$ cat config.mk
export PLATFORM = sky130hd
export DESIGN_NAME = sevenseg_scan
export DESIGN_NICKNAME = d
export VERILOG_FILES = /design/src/rtl/sevenseg_scan_pkg.sv /design/src/rtl/sevenseg_scan_seg_decode.sv /design/src/rtl/sevenseg_scan.sv
export SDC_FILE = /design/constraint.sdc
export NUM_CORES = 1
export LEC_CHECK = 0
export CAP_MARGIN = 20
export CORE_ASPECT_RATIO = 1.5
export CORE_MARGIN = 4
export CORE_UTILIZATION = 50
export CTS_BUF_LIST = sky130_fd_sc_hd__clkbuf_4 sky130_fd_sc_hd__clkbuf_8 sky130_fd_sc_hd__clkbuf_16
export CTS_CLUSTER_SIZE = 24
export DETAILED_ROUTE_END_ITERATION = 10
export PLACE_DENSITY = 0.71
export SETUP_SLACK_MARGIN = 0.3
export SLEW_MARGIN = 40
export SYNTH_ARGS = -nofsm -noshare
export SYNTH_HDL_FRONTEND = slang
export SYNTH_HIERARCHICAL = 1
export SYNTH_SLANG_ARGS = --single-unit
$ cat constraint.sdc
create_clock -name clk -period 3.5 [get_ports clk]
set_clock_uncertainty 0.1 [all_clocks]
set_input_delay 0.35 -clock clk [delete_from_list [all_inputs] [get_ports clk]]
set_output_delay 0.35 -clock clk [all_outputs]
set_load 0.02 [all_outputs]
$ cat src/rtl/sevenseg_scan_pkg.sv
// -----------------------------------------------------------------------------
// sevenseg_pkg
// Shared types and constants for the seven-segment scan controller.
//   scan_state_e : scan FSM states (OFF, SHOW, BLANK)
//   SEG_BLANK    : all segments dark
//   SEG_LUT      : hex nibble -> {g,f,e,d,c,b,a}, active high
//   seg_lookup() : table lookup helper used by the shared decoder
// -----------------------------------------------------------------------------
package sevenseg_pkg;

    typedef enum logic [1:0] {
        OFF   = 2'd0,
        SHOW  = 2'd1,
        BLANK = 2'd2
    } scan_state_e;

    localparam logic [6:0] SEG_BLANK = 7'h00;

    localparam logic [6:0] SEG_LUT [16] = '{
        7'h3F, 7'h06, 7'h5B, 7'h4F, 7'h66, 7'h6D, 7'h7D, 7'h07,
        7'h7F, 7'h6F, 7'h77, 7'h7C, 7'h39, 7'h5E, 7'h79, 7'h71
    };

    function automatic logic [6:0] seg_lookup(input logic [3:0] nibble);
        return SEG_LUT[nibble];
    endfunction

endpackage

$ cat src/rtl/sevenseg_scan_seg_decode.sv
// -----------------------------------------------------------------------------
// seg_decode
// Combinational hex-to-seven-segment decoder; one instance is shared by all
// digits of the scan controller.
//   nibble : 4-bit hex value
//   seg    : segments {g,f,e,d,c,b,a}, active high
// -----------------------------------------------------------------------------
module seg_decode
    import sevenseg_pkg::*;
(
    input  logic [3:0] nibble,
    output logic [6:0] seg
);

    // Table lookup of the segment pattern for the selected nibble.
    always_comb begin
        seg = seg_lookup(nibble);
    end

endmodule

$ cat src/rtl/sevenseg_scan.sv
// -----------------------------------------------------------------------------
// sevenseg_scan
// Time-multiplexed scan controller for an N-digit common-segment display.
// A one-hot digit enable walks across the digits, each lit for DWELL_CYC
// cycles, separated by BLANK_CYC dark cycles. New values arrive through a
// valid/ready handshake into a pending buffer and are moved into the display
// buffer only at a frame start, so a frame never mixes two values.
//
// Ports
//   clk, rst_n   clock (rising edge), asynchronous active-low reset
//   en_i         scan enable; low forces the display dark
//   upd_valid_i  new value offered; upd_ready_o high while pending buffer empty
//   upd_value_i  hex nibbles, digit 0 in bits [3:0]
//   dig_en_o     one-hot digit enable (all-zero when dark)
//   seg_o        segments {g..a}; seg_n_o is its complement
//   frame_o      pulse on the first lit cycle of digit 0
//
// Configuration macro
//   SEVENSEG_SCAN_LZB_EN : leading-zero blanking of digits above digit 0.
//
// All outputs are registered: the next-cycle values are computed from the
// next-state signals and captured on the same edge as the state itself.
// -----------------------------------------------------------------------------
module sevenseg_scan
    import sevenseg_pkg::*;
#(
    parameter int N_DIGITS  = 4,
    parameter int DWELL_CYC = 1000,
    parameter int BLANK_CYC = 16
) (
    input  logic                  clk,
    input  logic                  rst_n,
    input  logic                  en_i,
    input  logic                  upd_valid_i,
    output logic                  upd_ready_o,
    input  logic [4*N_DIGITS-1:0] upd_value_i,
    output logic [N_DIGITS-1:0]   dig_en_o,
    output logic [6:0]            seg_o,
    output logic [6:0]            seg_n_o,
    output logic                  frame_o
);

    localparam int CNT_MAX = (DWELL_CYC > BLANK_CYC) ? DWELL_CYC : BLANK_CYC;
    localparam int CNT_W   = $clog2(CNT_MAX + 1);
    localparam int IDX_W   = $clog2(N_DIGITS);
    localparam int VAL_W   = 4 * N_DIGITS;

    localparam logic [CNT_W-1:0] DWELL_LAST = CNT_W'(DWELL_CYC - 1);
    // With no blanking gap the BLANK state is unreachable; keep a legal value.
    localparam logic [CNT_W-1:0] BLANK_LAST = CNT_W'((BLANK_CYC > 0) ? BLANK_CYC - 1 : 0);
    localparam logic [IDX_W-1:0] IDX_LAST   = IDX_W'(N_DIGITS - 1);
    localparam logic [CNT_W-1:0] CNT_ZERO   = {CNT_W{1'b0}};
    localparam logic [IDX_W-1:0] IDX_ZERO   = {IDX_W{1'b0}};

    scan_state_e          state_r, state_s;
    logic [IDX_W-1:0]     idx_r, idx_s;
    logic [CNT_W-1:0]     cnt_r, cnt_s;
    logic [VAL_W-1:0]     disp_r, disp_s;
    logic [VAL_W-1:0]     pend_r, pend_s;
    logic                 pend_full_r, pend_full_s;
    logic                 frame_start_s;
    logic                 accept_s;
    logic [3:0]           nibble_s;
    logic [6:0]           dec_seg_s;
    logic [6:0]           seg_s;
    logic [N_DIGITS-1:0]  dig_en_s;
    logic                 lzb_s;

    logic [N_DIGITS-1:0]  dig_en_r;
    logic [6:0]           seg_r;
    logic [6:0]           seg_n_r;
    logic                 frame_r;
    logic                 ready_r;

    // Scan FSM next state: digit index, dwell/blank counter, frame-start detect.
    always_comb begin
        state_s       = state_r;
        idx_s         = idx_r;
        cnt_s         = cnt_r;
        frame_start_s = 1'b0;
        if (!en_i) begin
            state_s = OFF;
            idx_s   = IDX_ZERO;
            cnt_s   = CNT_ZERO;
        end else begin
            case (state_r)
                OFF: begin
                    state_s       = SHOW;
                    idx_s         = IDX_ZERO;
                    cnt_s         = CNT_ZERO;
                    frame_start_s = 1'b1;
                end
                SHOW: begin
                    if (cnt_r == DWELL_LAST) begin
                        cnt_s = CNT_ZERO;
                        if (idx_r == IDX_LAST) begin
                            idx_s = IDX_ZERO;
                        end else begin
                            idx_s = idx_r + IDX_W'(1);
                        end
                        if (BLANK_CYC > 0) begin
                            state_s = BLANK;
                        end else begin
                            // Straight back into SHOW: a wrap is a frame start.
                            state_s       = SHOW;
                            frame_start_s = (idx_s == IDX_ZERO);
                        end
                    end else begin
                        cnt_s = cnt_r + CNT_W'(1);
                    end
                end
                BLANK: begin
                    if (cnt_r == BLANK_LAST) begin
                        state_s       = SHOW;
                        cnt_s         = CNT_ZERO;
                        frame_start_s = (idx_r == IDX_ZERO);
                    end else begin
                        cnt_s = cnt_r + CNT_W'(1);
                    end
                end
                default: begin
                    state_s = OFF;
                    idx_s   = IDX_ZERO;
                    cnt_s   = CNT_ZERO;
                end
            endcase
        end
    end

    // Double buffer: pending value moves to display only at frame start.
    // The swap needs pend full and the accept needs pend empty, so they never
    // collide; an offer while full waits one edge after the swap.
    always_comb begin
        accept_s    = upd_valid_i && !pend_full_r;
        disp_s      = disp_r;
        pend_s      = pend_r;
        pend_full_s = pend_full_r;
        if (frame_start_s && pend_full_r) begin
            disp_s      = pend_r;
            pend_full_s = 1'b0;
        end else begin
            disp_s = disp_r;
        end
        if (accept_s) begin
            pend_s      = upd_value_i;
            pend_full_s = 1'b1;
        end else begin
            pend_s = pend_r;
        end
    end

    // Select the active nibble and digit enable for the upcoming cycle.
    always_comb begin
        nibble_s = 4'h0;
        dig_en_s = {N_DIGITS{1'b0}};
        for (int k = 0; k < N_DIGITS; k++) begin
            if (IDX_W'(k) == idx_s) begin
                nibble_s    = disp_s[4*k +: 4];
                dig_en_s[k] = (state_s == SHOW);
            end else begin
                dig_en_s[k] = 1'b0;
            end
        end
    end

`ifdef SEVENSEG_SCAN_LZB_EN
    // Leading-zero mask: digit k>0 is dark if it and every higher nibble are 0.
    always_comb begin
        logic hi_zero;
        hi_zero = 1'b1;
        lzb_s   = 1'b0;
        for (int k = N_DIGITS - 1; k >= 1; k--) begin
            hi_zero = hi_zero && (disp_s[4*k +: 4] == 4'h0);
            if (IDX_W'(k) == idx_s) begin
                lzb_s = hi_zero;
            end else begin
                lzb_s = lzb_s;
            end
        end
    end
`else
    // Every digit is decoded, leading zeros included.
    always_comb begin
        lzb_s = 1'b0;
    end
`endif

    seg_decode u_seg_decode (
        .nibble (nibble_s),
        .seg    (dec_seg_s)
    );

    // Segment pattern for the upcoming cycle: dark outside SHOW or when masked.
    always_comb begin
        if ((state_s == SHOW) && !lzb_s) begin
            seg_s = dec_seg_s;
        end else begin
            seg_s = SEG_BLANK;
        end
    end

    // Scan state and buffer registers.
    always_ff @(posedge clk or negedge rst_n) begin
        if (!rst_n) begin
            state_r     <= OFF;
            idx_r       <= IDX_ZERO;
            cnt_r       <= CNT_ZERO;
            disp_r      <= {VAL_W{1'b0}};
            pend_r      <= {VAL_W{1'b0}};
            pend_full_r <= 1'b0;
        end else begin
            state_r     <= state_s;
            idx_r       <= idx_s;
            cnt_r       <= cnt_s;
            disp_r      <= disp_s;
            pend_r      <= pend_s;
            pend_full_r <= pend_full_s;
        end
    end

    // Output registers, loaded in step with the state they describe.
    always_ff @(posedge clk or negedge rst_n) begin
        if (!rst_n) begin
            dig_en_r <= {N_DIGITS{1'b0}};
            seg_r    <= SEG_BLANK;
            seg_n_r  <= 7'h7F;
            frame_r  <= 1'b0;
            ready_r  <= 1'b1;
        end else begin
            dig_en_r <= dig_en_s;
            seg_r    <= seg_s;
            seg_n_r  <= ~seg_s;
            frame_r  <= frame_start_s;
            ready_r  <= !pend_full_s;
        end
    end

    assign dig_en_o    = dig_en_r;
    assign seg_o       = seg_r;
    assign seg_n_o     = seg_n_r;
    assign frame_o     = frame_r;
    assign upd_ready_o = ready_r;

endmodule

# Word level (Yosys, flattened, before mapping)
# Memory sizes are Yosys's and may differ from the RTL's.
# Index checks and enable logic that the tools add are counted.
[totals] elab_cells=62 romBits=112 ramBits=0 latchBits=0 out_inout_bits=20 ff_bits=67 input_bits=20 n_memories=1
[mem_list] memory="(name not given)" depth=16 width=7 read_ports=1 rd_ports_with_merged_regs=0 wr=0 line="sevenseg_scan_pkg.sv:25" rtl="return SEG_LUT[nibble];"
[classes] bitwise_logic=2 addsub=2 n_mul=0 eq_ne=9 reduce_logical=7 n_lt_le_gt_ge=1 shifts=0 mux=29 div=0
[op_table] operator="10-bit two-way mux" n=3
[op_table] operator="7-bit two-way mux" n=3
[op_table] operator="10-bit one-hot mux with 2 select lines" n=1
[op_table] operator="16-bit two-way mux" n=1
[op_table] operator="4-bit two-way mux" n=4
[op_table] operator="2-bit two-way mux" n=6
[op_table] operator="10-bit by 1-bit adder with 10-bit output (second input constant)" n=1
[op_table] operator="10-bit == test (second input constant)" n=1
[op_table] operator="10-bit by 4-bit == test with 1-bit output (second input constant)" n=1
[op_table] operator="1-bit two-way mux" n=8
[op_table] operator="7-bit NOT" n=1
[op_table] operator="2-bit logical NOT" n=3
[op_table] operator="2-bit one-hot mux with 3 select lines" n=1
[op_table] operator="5-bit greater-or-equal comparator (second input constant)" n=1
[op_table] operator="4-bit NOT with 5-bit output" n=1
[op_table] operator="2-bit by 1-bit == test with 1-bit output (second input constant)" n=2
[op_table] operator="2-bit == test (first input constant)" n=2
[op_table] operator="2-bit == test (second input constant)" n=2
[op_table] operator="2-bit one-hot mux with 2 select lines" n=1
[op_table] operator="2-bit by 1-bit adder with 2-bit output (second input constant)" n=1
[op_table] operator="1-bit by 2-bit == test with 1-bit output (first input constant)" n=1
[op_table] operator="1-bit logical AND" n=2
[op_table] operator="1-bit logical NOT" n=2
[op_table] operator="1-bit one-hot mux with 2 select lines" n=1

# Depth between registers and ports, before layout
[depth] ltp_word=16 depth_mapped=15 ltp_nobuf=14

# Cells and area by module
# Netlist, hierarchy kept.
[modules_own_cells] mod="sevenseg_scan" seq_area_each_um2=1686.6 cells_per_inst=209 n_inst=1 area_per_inst_um2=2856.5
[modules_own_cells] mod="seg_decode" seq_area_each_um2=0.0 cells_per_inst=33 n_inst=1 area_per_inst_um2=290.3

# Worst setup path before layout
# No wires, ideal clock.
[synth_path] path_kind="reg2reg" start="register cnt_r[0]" end="register seg_r[3] (netlist: seg_o[3])" t_arrival_ns=2.954 period_less_slack_ns=3.169 slack_ns=0.331 n_path_buf=2 t_required_ns=3.285 setup_time_ns=0.115 path_stages_with_launch=15 cell_sequence="dfrtp_1 -> ha_1 -> and3_1 -> clkbuf_1 -> a41oi_2 -> nor2_4 -> buf_12 -> mux2_4 -> mux2i_1 -> mux2i_1 -> inv_1 -> ha_1 -> mux4_1 -> nand2_1 -> inv_1"
[synth_between] elab_cells_between_ends=28 cone_classes="eq/ne (6); mux (18); bitwise (1); reduce/logical (2); memory (1)"
[synth_rtl] element="start, declared" line="sevenseg_scan.sv:57" rtl="logic [CNT_W-1:0] cnt_r, cnt_s;"
[synth_rtl] element="start signal, assigned" line="sevenseg_scan.sv:214" rtl="cnt_r <= cnt_s;"
[synth_rtl] element="10-bit by 4-bit == test with 1-bit output" line="sevenseg_scan.sv:113" rtl="if (cnt_r == BLANK_LAST) begin"
[synth_rtl] element="1-bit two-way mux" line="sevenseg_scan.sv:113"
[synth_rtl] element="1-bit one-hot mux with 2 select lines" line="sevenseg_scan.sv:86" rtl="case (state_r)"
[synth_rtl] element="1-bit two-way mux" line="sevenseg_scan.sv:81" rtl="if (!en_i) begin"
[synth_rtl] element="1-bit logical AND" line="sevenseg_scan.sv:138" rtl="if (frame_start_s && pend_full_r) begin"
[synth_rtl] element="16-bit two-way mux" line="sevenseg_scan.sv:138"
[synth_rtl] element="via disp_s[9]" line="sevenseg_scan.sv:58" rtl="logic [VAL_W-1:0] disp_r, disp_s;"
[synth_rtl] element="4-bit two-way mux (2 in a row)" line="sevenseg_scan.sv:157" rtl="if (IDX_W'(k) == idx_s) begin"
[synth_rtl] element="via nibble_s[1]" line="sevenseg_scan.sv:63" rtl="logic [3:0] nibble_s;"
[synth_rtl] element="4-bit NOT with 5-bit output (implied by the code)" line="sevenseg_scan_pkg.sv:25"
[synth_rtl] element="memory read 16 x 7 bit"
[synth_rtl] element="7-bit two-way mux (implied by the code) (2 in a row)" line="sevenseg_scan_pkg.sv:25"
[synth_rtl] element="via dec_seg_s[3]" line="sevenseg_scan.sv:64" rtl="logic [6:0] dec_seg_s;"
[synth_rtl] element="7-bit two-way mux" line="sevenseg_scan.sv:195" rtl="if ((state_s == SHOW) && !lzb_s) begin"
[synth_rtl] element="via seg_s[3]" line="sevenseg_scan.sv:65" rtl="logic [6:0] seg_s;"
[synth_rtl] element="end signal, assigned" line="sevenseg_scan.sv:231" rtl="seg_r <= seg_s;"
[synth_rtl] element="end, declared" line="sevenseg_scan.sv:70" rtl="logic [6:0] seg_r;"
# The timed path passes the listed nets, and every way through them passes these cells. The select of a mux whose other input is x is not followed.
# A chain may end at the register's enable or synchronous reset.

# Worst setup path after layout
[layout_path] start="register cnt_r[0]" end="register seg_r[3] (netlist: seg_o[3])"
[layout_between] elab_cells_between_ends=28 cone_classes="eq/ne (6); mux (18); bitwise (1); reduce/logical (2); memory (1)"
[layout_rtl] element="10-bit == test (*)" line="sevenseg_scan.sv:94" rtl="if (cnt_r == DWELL_LAST) begin"
[layout_rtl] element="2-bit two-way mux (*)" line="sevenseg_scan.sv:94"
[layout_rtl] element="2-bit one-hot mux with 2 select lines (*)" line="sevenseg_scan.sv:86"
[layout_rtl] element="2-bit two-way mux (*)" line="sevenseg_scan.sv:81"
[layout_rtl] element="via idx_s[0]" line="sevenseg_scan.sv:56" rtl="logic [IDX_W-1:0] idx_r, idx_s;"
[layout_rtl] element="2-bit logical NOT" line="sevenseg_scan.sv:157"
[layout_rtl] element="4-bit two-way mux (3 in a row)" line="sevenseg_scan.sv:157"
[layout_rtl] element="4-bit two-way mux (*)" line="sevenseg_scan.sv:157"
[layout_rtl] element="via nibble_s[1]" line="sevenseg_scan.sv:63"
[layout_rtl] element="4-bit NOT with 5-bit output (implied by the code) (*)" line="sevenseg_scan_pkg.sv:25"
[layout_rtl] element="memory read 16 x 7 bit (*)"
[layout_rtl] element="7-bit two-way mux (implied by the code) (*) (2 in a row)" line="sevenseg_scan_pkg.sv:25"
[layout_rtl] element="via dec_seg_s[3]" line="sevenseg_scan.sv:64"
[layout_rtl] element="7-bit two-way mux (*)" line="sevenseg_scan.sv:195"
[layout_rtl] element="via seg_s[3]" line="sevenseg_scan.sv:65"
# Mark *: on every way through the listed nets, which the timed path passes. The rest lies on a longest branch. The select of a mux whose other input is x is not followed.

==> reports/results.tsv <==
stage	metric	value	unit
sta	Slew HR	62.5	%
setup_path	Crit. path cell count	12	
die	Die Area	7650	um2
setup_path	Worst path slowest cell	mux4_2	
global_routing	GRT Total Usage	15.6	%
clock_tree	CTS clk-pin slew, worst paths	70	ps
clock_tree	Root Buffer	clkbuf_8	
setup_path	Worst R2R Setup Slack	320	ps
clock_tree	CTS tree	done	
die	width of the die	72.8	um
logic_synthesis	largest area contributor in the synthesized netlist	dfrtp_1	
routing	total number of vias	2033	
setup_path	CP Cell Sequence	ha_4, and4bb_2, nand4_1, or3_4, a21oi_4, buf_6, mux2i_4, inv_2, ha_4, mux4_2, nand2_2, inv_1	
logic_synthesis	Yosys warnings	6	
routing	DRT iter0 DRCs	96	
sta	number of setup violations in the final report	0	
power_and_ir_drop	Sw Ratio	29.9	%
power_and_ir_drop	clock power share	24.4	%
logic_synthesis	largest family of logic cells by synthesized area	multiplexers	
power_and_ir_drop	Leak	0.00188	uW
setup_path	Critical Path RT	3640	ps
die	Core Area	6130	um2
setup_path	crit path kind	flip-flop to flip-flop	
clock_tree	H-Tree Depth	3	
final_layout	Design Area, Final	4330	um2
power_and_ir_drop	Max VDD drop	0.417	mV
routing	drt drc	0	
sta	RSZ-0062 raised after global routing	true	
sta	crit share post-route	91.0	%
final_layout	Nets	357	
logic_synthesis	Async SR Flop Fraction	100	%
setup_path	r2r endpoint	seg_o[3]	
sta	Final Worst Setup Slack	315	ps
logic_synthesis	Synth Area in Adders	5.57	%
global_routing	number of global-route vias before repair	2003	
logic_synthesis	top cells by area, synth	dfrtp_1 47%, mux2_2 10%, dfstp_2 6.7%, ha_1 5.6%, mux2i_1 4.5%	
sta	fin crit period	3180	ps
setup_path	Buf/Inv on CP	3	
logic_synthesis	Syn Nets	276	
power_and_ir_drop	P_int	2090	uW
power_and_ir_drop	Power Total	2980	uW
hold_path	Min-Delay Path Class	input pin to asynchronous set/reset pin	
placement	global placer's final weighted congestion	0.791	
routing	vias per cell	5.06	
logic_synthesis	post-synth cell types	50	
placement	Placed Area	3620	um2
logic_synthesis	simple-gate share of the synthesized area	11.1	%
final_layout	Fillers	434	
sta	final count of pins violating max slew	0	
placement	IO buf count	39	
routing	WL/cell	14.6	um
clock_tree	clk_lat worst skew	350	ps
logic_synthesis	number of synthesized flops with an enable pin	0	
logic_synthesis	Compound-Gate Fraction of Synth Area	4.53	%
final_layout	diodes inserted	0	
logic_synthesis	Netlist Area Pre-Place	3150	um2
logic_synthesis	Main synth FF type	dfrtp_1	
final_layout	Area Overhead vs Synth	37.5	%
logic_synthesis	Syn Inst Count	242	
setup_path	CP Capture Type	flip-flop	
logic_synthesis	top cell type's share of synthesized area	46.9	%
routing	drt total wl	5.89	mm
setup_path	family with the most delay on the worst path	simple AND/OR/NAND/NOR gates	
global_routing	first-pass GRT wire length	9.19	mm
routing	First-pass DRT Iterations	4	
sta	Slew @ Worst Pin	560	ps
die	Initial Utilization	51.3	%
global_routing	largest net degree at the start of global routing	45	
logic_synthesis	mux contribution to synthesized area	18.5	%
logic_synthesis	Post-Syn Area per Cell	13.0	um2
clock_tree	CTS Sinks	67	
setup_path	Reg2Reg Launch Point	cnt_r[0]	
die	num rows	35	
setup_path	Worst path max stage delay	460	ps
clock_tree	CTS Buf Count	9	
setup_path	Worst R2R Path Depth	12	
sta	Final Hold Vio Count	0	
setup_path	crit start category	flip-flop	
power_and_ir_drop	Logic pwr share	39.4	%
logic_synthesis	sequential area share after synthesis	53.6	%
die	IO Pins	40	
flow_run	max-cap viol count	0	
final_layout	layout cell share with drive strength beyond 1	43.0	%
setup_path	crit path DAT	3320	ps
die	DIE HEIGHT	105	um
logic_synthesis	post-synthesis register bit count	67	
sta	setup TNS	0	ps
clock_tree	deepest clock path buffer count	2	
power_and_ir_drop	pwr dens	689	nW/um2
placement	DP HPWL	3.72	mm
power_and_ir_drop	Psw	891	uW
setup_path	critical path peak fanout	5	
placement	pre-CTS setup slack	44.4	ps
routing	Routed Antenna Nets	0	
setup_path	cell mode on critical path	ha_4	
global_routing	grt ovf	0	
sta	FMAX	314	MHz
run_status	status	completed	
power_and_ir_drop	Reg power frac	36.2	%
logic_synthesis	XOR/XNOR Fraction of Synth Area	2.23	%
global_routing	initial antenna violation count	0	
worst max path at each step:
stage                         from  endpoint  slack [ps]
after floorplan           cnt_r[0]  seg_o[3]         330
after global placement    cnt_r[0]  seg_o[3]         110
after detailed placement  cnt_r[0]  seg_o[3]          40
after CTS                 cnt_r[0]  seg_o[3]         220
after global routing      cnt_r[9]  seg_o[3]         200
final                     cnt_r[0]  seg_o[3]         320
worst reg2reg max path, delay by kind of cell, from the launching register on:
family	cells	cell delay, ps
buffers and inverters	3	300
flip-flops	1	410
multiplexers	2	720
AO/OA/AOI/OAI	1	270
AND/OR/NAND/NOR	4	870
adder cells (fa/ha/maj)	2	410
area by class of cell:
type	instances	area [um2]	share of cell area (%)
clock buffer	12	159	3.67
clock inverter	4	72.6	1.68
inverter	20	77.6	1.79
multi-input combinational	147	1510	34.9
sequential	67	1690	39.0
tap	74	92.6	2.14
timing repair buffer	78	728	16.8
what timing repair did:
item                                    CTS  global route
pin swaps                                 3            12
endpoints found under the hold margin    22             0
endpoints found under the setup margin   13            13
resized for setup                        12            40
hold buffers                              1             0
setup buffers                             8            22
kinds of logic (layout without fill, tap and decap cells):
group	Yosys count	after routing
flops	67	67
simple gates	58	58
mux	50	50
buf+inv	28	114
compound gates	17	17
fa+ha+maj	14	14
xor+xnor	8	8
per-layer routing:
layer / global-route usage [%] / part of all wire, %
met1: 19.0 / 40
met2: 25.1 / 53
met3: 3.75 / 3.6
met4: 8.05 / 3.0
met5: 0 / 0
synth_stat cells (2+ instances only):
cell,count
dfrtp_1,59
mux2_2,28
inv_1,20
nor2_1,16
ha_1,14
mux2i_1,14
nand2_1,13
dfstp_2,8
a21oi_1,6
mux2_4,6
xnor2_1,6
and3_1,4
clkbuf_1,3
nand2b_1,3
a41oi_2,2
nand3_1,2
nor2_4,2
nor2b_1,2
nor3_1,2
xor2_1,2
through the flow:
| step | hold WS, ps | cells | util, % |
|---|---|---|---|
| floorplan | -45.6 | 242 | - |
| global placement | 252 | 355 | 59.0 |
| detailed placement | 260 | 355 | 59.0 |
| CTS | 366 | 380 | 65.1 |
| global route | 416 | 402 | 70.6 |
| finish | 400 | 402 | 70.6 |
state kept, by name, summed over array words and instances, names as in the netlist, 2 cells and up:
register,count
seg_o,7
idx_r,2
dig_en_o,4
seg_n_o,7
state_r,2
pend_r,16
cnt_r,10
disp_r,16
cells in the final DEF, fill, tap and decap left out, types with 2 or more instances in the layout:
| cell type | n |
|---|---|
| and3_1 | 3 |
| clkbuf_8 | 11 |
| mux2_4 | 8 |
| ha_1 | 6 |
| inv_1 | 16 |
| bufinv_16 | 2 |
| nand2_1 | 11 |
| clkdlybuf4s50_1 | 38 |
| nand2b_1 | 3 |
| mux2_2 | 26 |
| a21oi_1 | 6 |
| ha_2 | 4 |
| xor2_1 | 2 |
| dfrtp_2 | 2 |
| dfrtp_1 | 57 |
| nand2_2 | 2 |
| nor2_4 | 2 |
| nand3_1 | 2 |
| buf_12 | 2 |
| mux2i_1 | 7 |
| dfstp_2 | 8 |
| mux2i_4 | 7 |
| xnor2_1 | 6 |
| nor2b_1 | 2 |
| buf_6 | 6 |
| nor2_1 | 15 |
| inv_2 | 3 |
| buf_4 | 30 |
| nor3_1 | 2 |
| ha_4 | 4 |
power groups by stage:
stage / clock [uW] / combinational, uW / sequential [uW]
after floorplan: 0 / 533 / 1160
after global placement: 0 / 850 / 1090
after detailed placement: 0 / 865 / 1090
after CTS: 741 / 933 / 1080
after global routing: 778 / 1260 / 1100
final: 728 / 1170 / 1080
Power figures use the tool's default switching activity.
